--- config.mk ---
export PLATFORM = sky130hd
export DESIGN_NAME = ram8_access_arbiter
export DESIGN_NICKNAME = d
export VERILOG_FILES = /design/src/rtl/ram8_access_arbiter.sv
export SDC_FILE = /design/constraint.sdc
export NUM_CORES = 1
export LEC_CHECK = 0
export CAP_MARGIN = 5
export CORE_MARGIN = 3
export CORE_UTILIZATION = 35
export CTS_BUF_LIST = sky130_fd_sc_hd__clkbuf_8
export DETAILED_ROUTE_END_ITERATION = 10
export GPL_ROUTABILITY_DRIVEN = 0
export PLACE_DENSITY = 0.78
export SLEW_MARGIN = 30
export SYNTH_ARGS = -nofsm -noshare
export SYNTH_HDL_FRONTEND = slang
export SYNTH_SLANG_ARGS = --single-unit
--- constraint.sdc ---
create_clock -name clk -period 2.6 [get_ports clk]
set_input_delay 0.26 -clock clk [delete_from_list [all_inputs] [get_ports clk]]
set_output_delay 0.26 -clock clk [all_outputs]
set_load 0.02 [all_outputs]
--- src/rtl/ram8_access_arbiter.sv ---
// ram8_access_arbiter: shares one RAM8-style memory between NUM_REQ requesters with a one-cycle ack.
// Round-robin by default; define ARB_FIXED_PRIORITY_EN for lowest-index-wins selection.
module ram8_access_arbiter #(
    parameter int NUM_REQ = 4,
    parameter int WIDTH   = 16,
    parameter int ADDR_W  = 3
) (
    input  logic                      clk,
    input  logic                      reset,
    input  logic [NUM_REQ-1:0]        req,
    input  logic [NUM_REQ-1:0]        we,
    input  logic [NUM_REQ*ADDR_W-1:0] addr,
    input  logic [NUM_REQ*WIDTH-1:0]  wdata,
    output logic [NUM_REQ-1:0]        ack,
    output logic [WIDTH-1:0]          rdata,
    input  logic [WIDTH-1:0]          ram_out,
    output logic [WIDTH-1:0]          ram_in,
    output logic                      ram_load,
    output logic [ADDR_W-1:0]         ram_address,
    output logic                      busy
);
    localparam int IDX_W = (NUM_REQ > 1) ? $clog2(NUM_REQ) : 1;

    typedef enum logic [1:0] {IDLE, ACCESS, DONE} state_t;

    state_t            state;
    state_t            next_state;
    logic [IDX_W-1:0]  gnt_idx;
    logic [IDX_W-1:0]  last_idx;
    logic [IDX_W-1:0]  win_idx;
    logic [ADDR_W-1:0] lat_addr;
    logic [WIDTH-1:0]  lat_data;
    logic              lat_we;
    logic              found;
    logic              arbitrating;

    assign arbitrating = (state == IDLE) || (state == DONE);

`ifdef ARB_FIXED_PRIORITY_EN
    // Lowest index wins and nothing is masked, so a request held past its ack is served again.
    always_comb begin
        found   = 1'b0;
        win_idx = '0;
        for (int i = NUM_REQ - 1; i >= 0; i--) begin
            if (req[i]) begin
                found   = 1'b1;
                win_idx = IDX_W'(i);
            end
        end
    end
`else
    logic [NUM_REQ-1:0] cand_req;
    int                 cand;

    // Scan downward so the last hit is the nearest index after last_idx; the acked index is masked.
    always_comb begin
        cand_req = req;
        if (state == DONE) begin
            cand_req[gnt_idx] = 1'b0;
        end
        found   = 1'b0;
        win_idx = '0;
        cand    = 0;
        for (int k = NUM_REQ; k >= 1; k--) begin
            cand = (int'(last_idx) + k) % NUM_REQ;
            if (cand_req[IDX_W'(cand)]) begin
                found   = 1'b1;
                win_idx = IDX_W'(cand);
            end
        end
    end
`endif

    always_comb begin
        next_state = state;
        case (state)
            IDLE, DONE: next_state = found ? ACCESS : IDLE;
            ACCESS:     next_state = DONE;
            default:    next_state = IDLE;
        endcase
    end

    always_ff @(posedge clk) begin
        if (reset) begin
            state    <= IDLE;
            gnt_idx  <= '0;
            last_idx <= IDX_W'(NUM_REQ - 1);
            lat_addr <= '0;
            lat_data <= '0;
            lat_we   <= 1'b0;
            ack      <= '0;
            rdata    <= '0;
        end else begin
            state <= next_state;
            ack   <= '0;
            if (state == ACCESS) begin
                rdata        <= ram_out;
                ack[gnt_idx] <= 1'b1;
            end
            if (arbitrating && found) begin
                gnt_idx  <= win_idx;
                last_idx <= win_idx;
                lat_addr <= addr[int'(win_idx) * ADDR_W +: ADDR_W];
                lat_data <= wdata[int'(win_idx) * WIDTH +: WIDTH];
                lat_we   <= we[win_idx];
            end
        end
    end

    // Reset gates the write strobe combinationally so an interrupted write never lands.
    assign ram_load    = (state == ACCESS) && lat_we && !reset;
    assign ram_address = lat_addr;
    assign ram_in      = lat_data;
    assign busy        = (state == ACCESS);

endmodule

==> qor.yml, run 1 <==
run_status:
  run_status: "finished, final reports clean"
synthesis:
  synthXorXnorAreaFrac_pct: 0
  synth-compound-area-share_pct: 20.2
  syn_inst: 243
  syn_area_um2: 2310
  yosysWarnings: 0
  seq_area_frac_synth_pct: 39.9
  synth-seq-cells: 46
  synthAdderAreaFrac_pct: 0
  synthSimpleGateAreaFrac_pct: 16.7
  ys_async_sr_fraction_pct: 0
  synth_top_family_by_area: "compound AO/OA/AOI/OAI gates"
  synth-edff-count: 0
  post_synth_num_cell_types: 42
  synth_ff_type: "dfxtp_1"
  synth_fp_nets: 345
  synth.avg_cell_area_um2: 9.51
  synth.area.mux_share_pct: 17.8
grt:
  grt_pass1_wl_um: 10900
  grt_usage_pct: 18.0
  grt.overflow.total: 0
  grt_pass1_vias: 2207
  antenna_found_initial: 0
  grt_max_degree: 26
timing:
  setup_viol: 0
  fin_worst_skew_ns: 0.00447
  fmax_mhz: 445
  tightest_slew_ns: 0.417
  rsz0062_at_grt: "no"
  fin_crit_sh_pct: 86.4
  slew_violations: 0
  setup_tns_ns: 0
  fin_crit_ns: 2.25
  relSlewSlack_pct: 72.1
  finalHoldViolCount: 0
worst_setup_path:
  path_class: "register to register"
  ff2ff_path_depth: 7
  crit_arrival_ns: 2.41
  end_kind: "register"
  r2r-start: "gnt_idx[0]"
  required_ns: 2.77
  r2r_end: "ram_address[2]"
  critPathLaunchType: "register"
  worstPathMaxFanout: 22
  rrSetupSlack_ns: 0.35
cts:
  cts_buffer_depth: 2
  clkSinkCount: 46
  holdBufCountCts: 0
  cts_tree: "yes"
  cts_root_buffer: "clkbuf_8"
  cts_buffers: 5
  cts_resized: 0
  post_cts_buffers: 0
  clkSlewWorstSetupHoldPaths_ns: 0.08
  clk_latency_ns: 0.30
  cts_max_level: 2
cells_and_area:
  n_antenna_cell: 0
  final_nets: 486
  drive_above_1_share_pct: 8.31
  fin_cells: 460
  syn2layout_area_growth_pct: 69.3
  final_core_util_pct: 63.4
place:
  dp_cells: 452
  dpl.hpwl_um: 5460
  port_buffers: 142
power:
  finalPower_uw: 2130
  ir_worst_vdd_mv: 0.316
  p_leak_uw: 0.00151
  power_density_nw_per_um2: 544
route:
  drc_errors: 0
  dr.pass1.iters: 4
  wl_per_cell_um: 15.2
  routed_wl_um: 6990
  dr_total_vias: 2321
  drt_iter0_markers: 65
  antenna_left: 0
  viasPerCell: 5.05
min_path:
  hold_end: "rdata[15]"
  min_from: "rdata[15]"
  hp-class: "register to register"
  whs_path_depth: 2
floorplan:
  dieHeight_um: 87.2
  die_area_um2: 7610
  coreArea_um2: 6170
  die_w_um: 87.2
  ioPinCount: 143
  fp-row-count: 28
  start_util_pct: 37.5
job:
  cap_violations: 0
[layout make-up]
cell class | count | area [µm²]
tap | 75 | 93.8
sequential | 46 | 921
fill | 562 | 2250
multi-input combinational | 177 | 1260
clock inverter | 3 | 41.3
inverter | 4 | 16.3
timing repair buffer | 150 | 1510
clock buffer | 5 | 68.8
[worst max-delay path, cell delays in order (launching register included)]
cell      delay [ns]
dfxtp_1         0.58
mux2i_1         0.27
a31oi_1         0.14
a22o_1          0.28
a21oi_4         0.24
buf_12          0.23
mux2i_1         0.24
o221ai_1        0.13
[flip-flops by register name, indices dropped and copies added, names as in the netlist]
name and count:
lat_we 1, ack 4, gnt_idx 2, rdata 16, state 2, ram_address 3
last_idx 2, ram_in 16
[power breakdown]
group	internal (µW)	switching [µW]	total (µW)	leakage [µW]
logic	421	348	769	0.00107
registers	784	52.6	837	0.000379
clock network	283	237	520	0.0000556
[cells in the mapped netlist (2+ instances only)]
| library cell | n | area [µm²] |
|---|---|---|
| a21oi_1 | 19 | 95.1 |
| a31oi_1 | 2 | 12.5 |
| and2_1 | 3 | 18.8 |
| and3_1 | 2 | 12.5 |
| buf_2 | 3 | 15.0 |
| buf_4 | 2 | 15.0 |
| buf_6 | 5 | 56.3 |
| clkbuf_1 | 5 | 18.8 |
| dfxtp_1 | 46 | 921 |
| inv_1 | 2 | 7.51 |
| mux2i_1 | 41 | 410 |
| nand2_1 | 56 | 210 |
| nand2_4 | 2 | 22.5 |
| nand2b_1 | 2 | 12.5 |
| nand3b_1 | 2 | 15.0 |
| nor2_1 | 5 | 18.8 |
| nor2b_1 | 3 | 18.8 |
| nor4_1 | 2 | 12.5 |
| o221ai_1 | 8 | 70.1 |
| o221ai_2 | 11 | 165 |
[layer usage]
layer  vias up  wire length, µm  track usage, %
li1       1162                -               -
met3         7              467            4.64
met5         -                0               0
met1      1072             2810            21.8
met2        80             3630            31.7
met4         0               76            4.60
[worst max-delay path by stage]
stage,startpoint,endpoint,slack [ns],depth (start not counted)
6_report,gnt_idx[0],ram_address[2],0.35,7
3_3_place_gp,req[1],ram_in[5],0.34,8
5_1_grt,gnt_idx[0],ram_address[2],0.17,7
4_1_cts,gnt_idx[0],ram_in[15],0.34,7
3_5_place_dp,req[1],ram_in[5],0.28,8
2_1_floorplan,gnt_idx[0],ram_in[10],0.68,8
[metrics by stage]
| stage | cell area, µm² | hold WS, ns | setup slack [ns] |
|---|---|---|---|
| after CTS | 3910 | 0.458 | 0.341 |
| after floorplan | 2310 | 0.396 | 0.683 |
| after global placement | 3800 | 0.441 | 0.339 |
| after detailed placement | 3800 | 0.446 | 0.283 |
| final | 3910 | 0.456 | 0.354 |
| after global routing | 3910 | 0.478 | 0.174 |
[cell families after synthesis]
logic type	Yosys count
multiplexers	41
flip-flops	46
AO/OA/AOI/OAI	54
AND/OR/NAND/NOR	82
buffers and inverters	20
[placed cells by master, fill, tap and decap left out, types with 2 or more instances in the layout]
cell type and count:
o221ai_2 11, and2_1 3, nand2b_1 2, dfxtp_1 46, a21oi_1 19, nor2_1 5
inv_1 3, and3_1 2, nor2b_1 3, nor4_1 2, nand2_4 2, nand3b_1 2
mux2i_1 41, buf_4 6, buf_12 2, a31oi_1 2, clkdlybuf4s50_1 142, clkbuf_8 5
o221ai_1 8, nand2_1 56
No activity file was read; power rests on OpenSTA's default activity.
==> run 2: changes to the inputs <==
Settings changed: CORE_MARGIN 3 to 8.
==> run 2 against run 1 <==
  * Maximum frequency shrank 0.72%
  * Clock power grew 4.8%
  * Critical endpoint is now ram_in[6]
  * Flip-flop and latch count is the same
  * Cell count grew 0.22%
  * Via count shrank 0.34%
  * Count of clock-buffer cells in the layout is the same
  * Wire length grew 11%
  * Clock skew grew 0.0023 ns
  * Highest routed layer unchanged
  * Global-route usage shrank 2.3 points
  * Die area grew 24%
  * Critical path depth is the same
  * Worst hold slack gained 0.0010 ns
==> qor.yml, run 2 (same netlist as run 1, synthesis figures left out) <==
worst_setup_path:
  required_ns: 2.78
  rrSetupSlack_ns: 0.34
  crit_arrival_ns: 2.44
  end_kind: "register"
  path_class: "register to register"
  critPathLaunchType: "register"
  worstPathMaxFanout: 32
grt:
  grt_usage_pct: 15.8
  grt_max_degree: 33
  grt.overflow.total: 0
  antenna_found_initial: 0
  grt_pass1_wl_um: 12400
  grt_pass1_vias: 2495
floorplan:
  die_w_um: 97.2
  coreArea_um2: 6350
  fp-row-count: 29
  ioPinCount: 143
  die_area_um2: 9450
  dieHeight_um: 97.2
  start_util_pct: 36.4
timing:
  fin_worst_skew_ns: 0.00680
  setup_tns_ns: 0
  fin_crit_sh_pct: 87.0
  relSlewSlack_pct: 71.1
  fmax_mhz: 442
  tightest_slew_ns: 0.433
  rsz0062_at_grt: "no"
  finalHoldViolCount: 0
  slew_violations: 0
  setup_viol: 0
  fin_crit_ns: 2.26
cts:
  cts_resized: 0
  clk_latency_ns: 0.30
  cts_tree: "yes"
  cts_root_buffer: "clkbuf_8"
  cts_max_level: 2
  clkSinkCount: 46
  post_cts_buffers: 0
  clkSlewWorstSetupHoldPaths_ns: 0.09
  cts_buffer_depth: 2
  cts_buffers: 5
  holdBufCountCts: 0
route:
  wl_per_cell_um: 16.9
  drc_errors: 0
  routed_wl_um: 7780
  antenna_left: 0
  drt_iter0_markers: 67
  dr_total_vias: 2313
  dr.pass1.iters: 4
  viasPerCell: 5.02
cells_and_area:
  drive_above_1_share_pct: 8.33
  fin_cells: 461
  n_antenna_cell: 0
  final_cell_mix: "clkdlybuf4s50_1 (142), nand2_1 (56), dfxtp_1 (46), mux2i_1 (41), a21oi_1 (19)"
  final_nets: 485
  layout_commonest_cell: "clkdlybuf4s50_1"
  syn2layout_area_growth_pct: 68.7
place:
  dpl.hpwl_um: 6080
  port_buffers: 142
  dp_cells: 453
run_status:
  run_status: "finished, final reports clean"
power:
  ir_worst_vdd_mv: 0.290
  power_density_nw_per_um2: 550
  p_leak_uw: 0.00150
min_path:
  hp-class: "register to register"
job:
  cap_violations: 0
==> run 2: cell types whose count changed in the layout (fill, tap and decap cells not counted), sizes merged <==
cell,delta
buf,-1
clkinv,+1
clkinvlp,-1
==> run 2: critical path, stage by stage, from the launching register on <==
cell      delay (ns)
dfxtp_1         0.58
mux2i_1         0.24
a31oi_1         0.14
a22o_1          0.28
a21oi_4         0.23
buf_12          0.27
mux2i_1         0.27
o221ai_2        0.12
==> run 2: routing by layer <==
metal / vias to the layer above / share of wire, % / GRT usage, %
li1: 1162 / - / -
met1: 1063 / 40 / 16.6
met2: 81 / 52 / 28.9
met3: 7 / 6.8 / 5.19
met4: 0 / 1.1 / 4.55
met5: - / 0 / 0
==> run 2: where the power goes <==
part | switching [µW] | internal (µW) | total, µW
logic | 348 | 413 | 761
clock network | 256 | 288 | 545
registers | 54.6 | 784 | 839
==> run 2: stage by stage <==
step                hold slack (ns)  worst slack, ns  cell area (µm²)  util, %  total power [µW]
finish                        0.457            0.338             3900     61.4              2140
CTS                           0.460            0.316             3900     61.4              2170
global placement              0.441            0.292             3780     59.6              1610
detailed placement            0.446            0.223             3780     59.6              1620
global route                  0.472            0.153             3900     61.4              2250
floorplan                     0.396            0.683             2310        -              1270
==> run 2: path summary, 6_finish.rpt <==
kind / cells after the start / endpoint / from
min reg2reg: 2 / rdata[15] / rdata[15]
max: 7 / ram_in[6] / gnt_idx[0]
min: 2 / rdata[15] / rdata[15]
max reg2reg: 7 / ram_in[6] / gnt_idx[0]
==> run 2: final cells by class <==
cell class / instances / area [µm²]
Clock buffer: 5 / 68.8
Clock inverter: 3 / 43.8
Fill cell: 538 / 2450
Inverter: 4 / 16.3
Multi-Input combinational cell: 177 / 1260
Sequential cell: 46 / 921
Tap cell: 77 / 96.3
Timing Repair Buffer: 149 / 1490
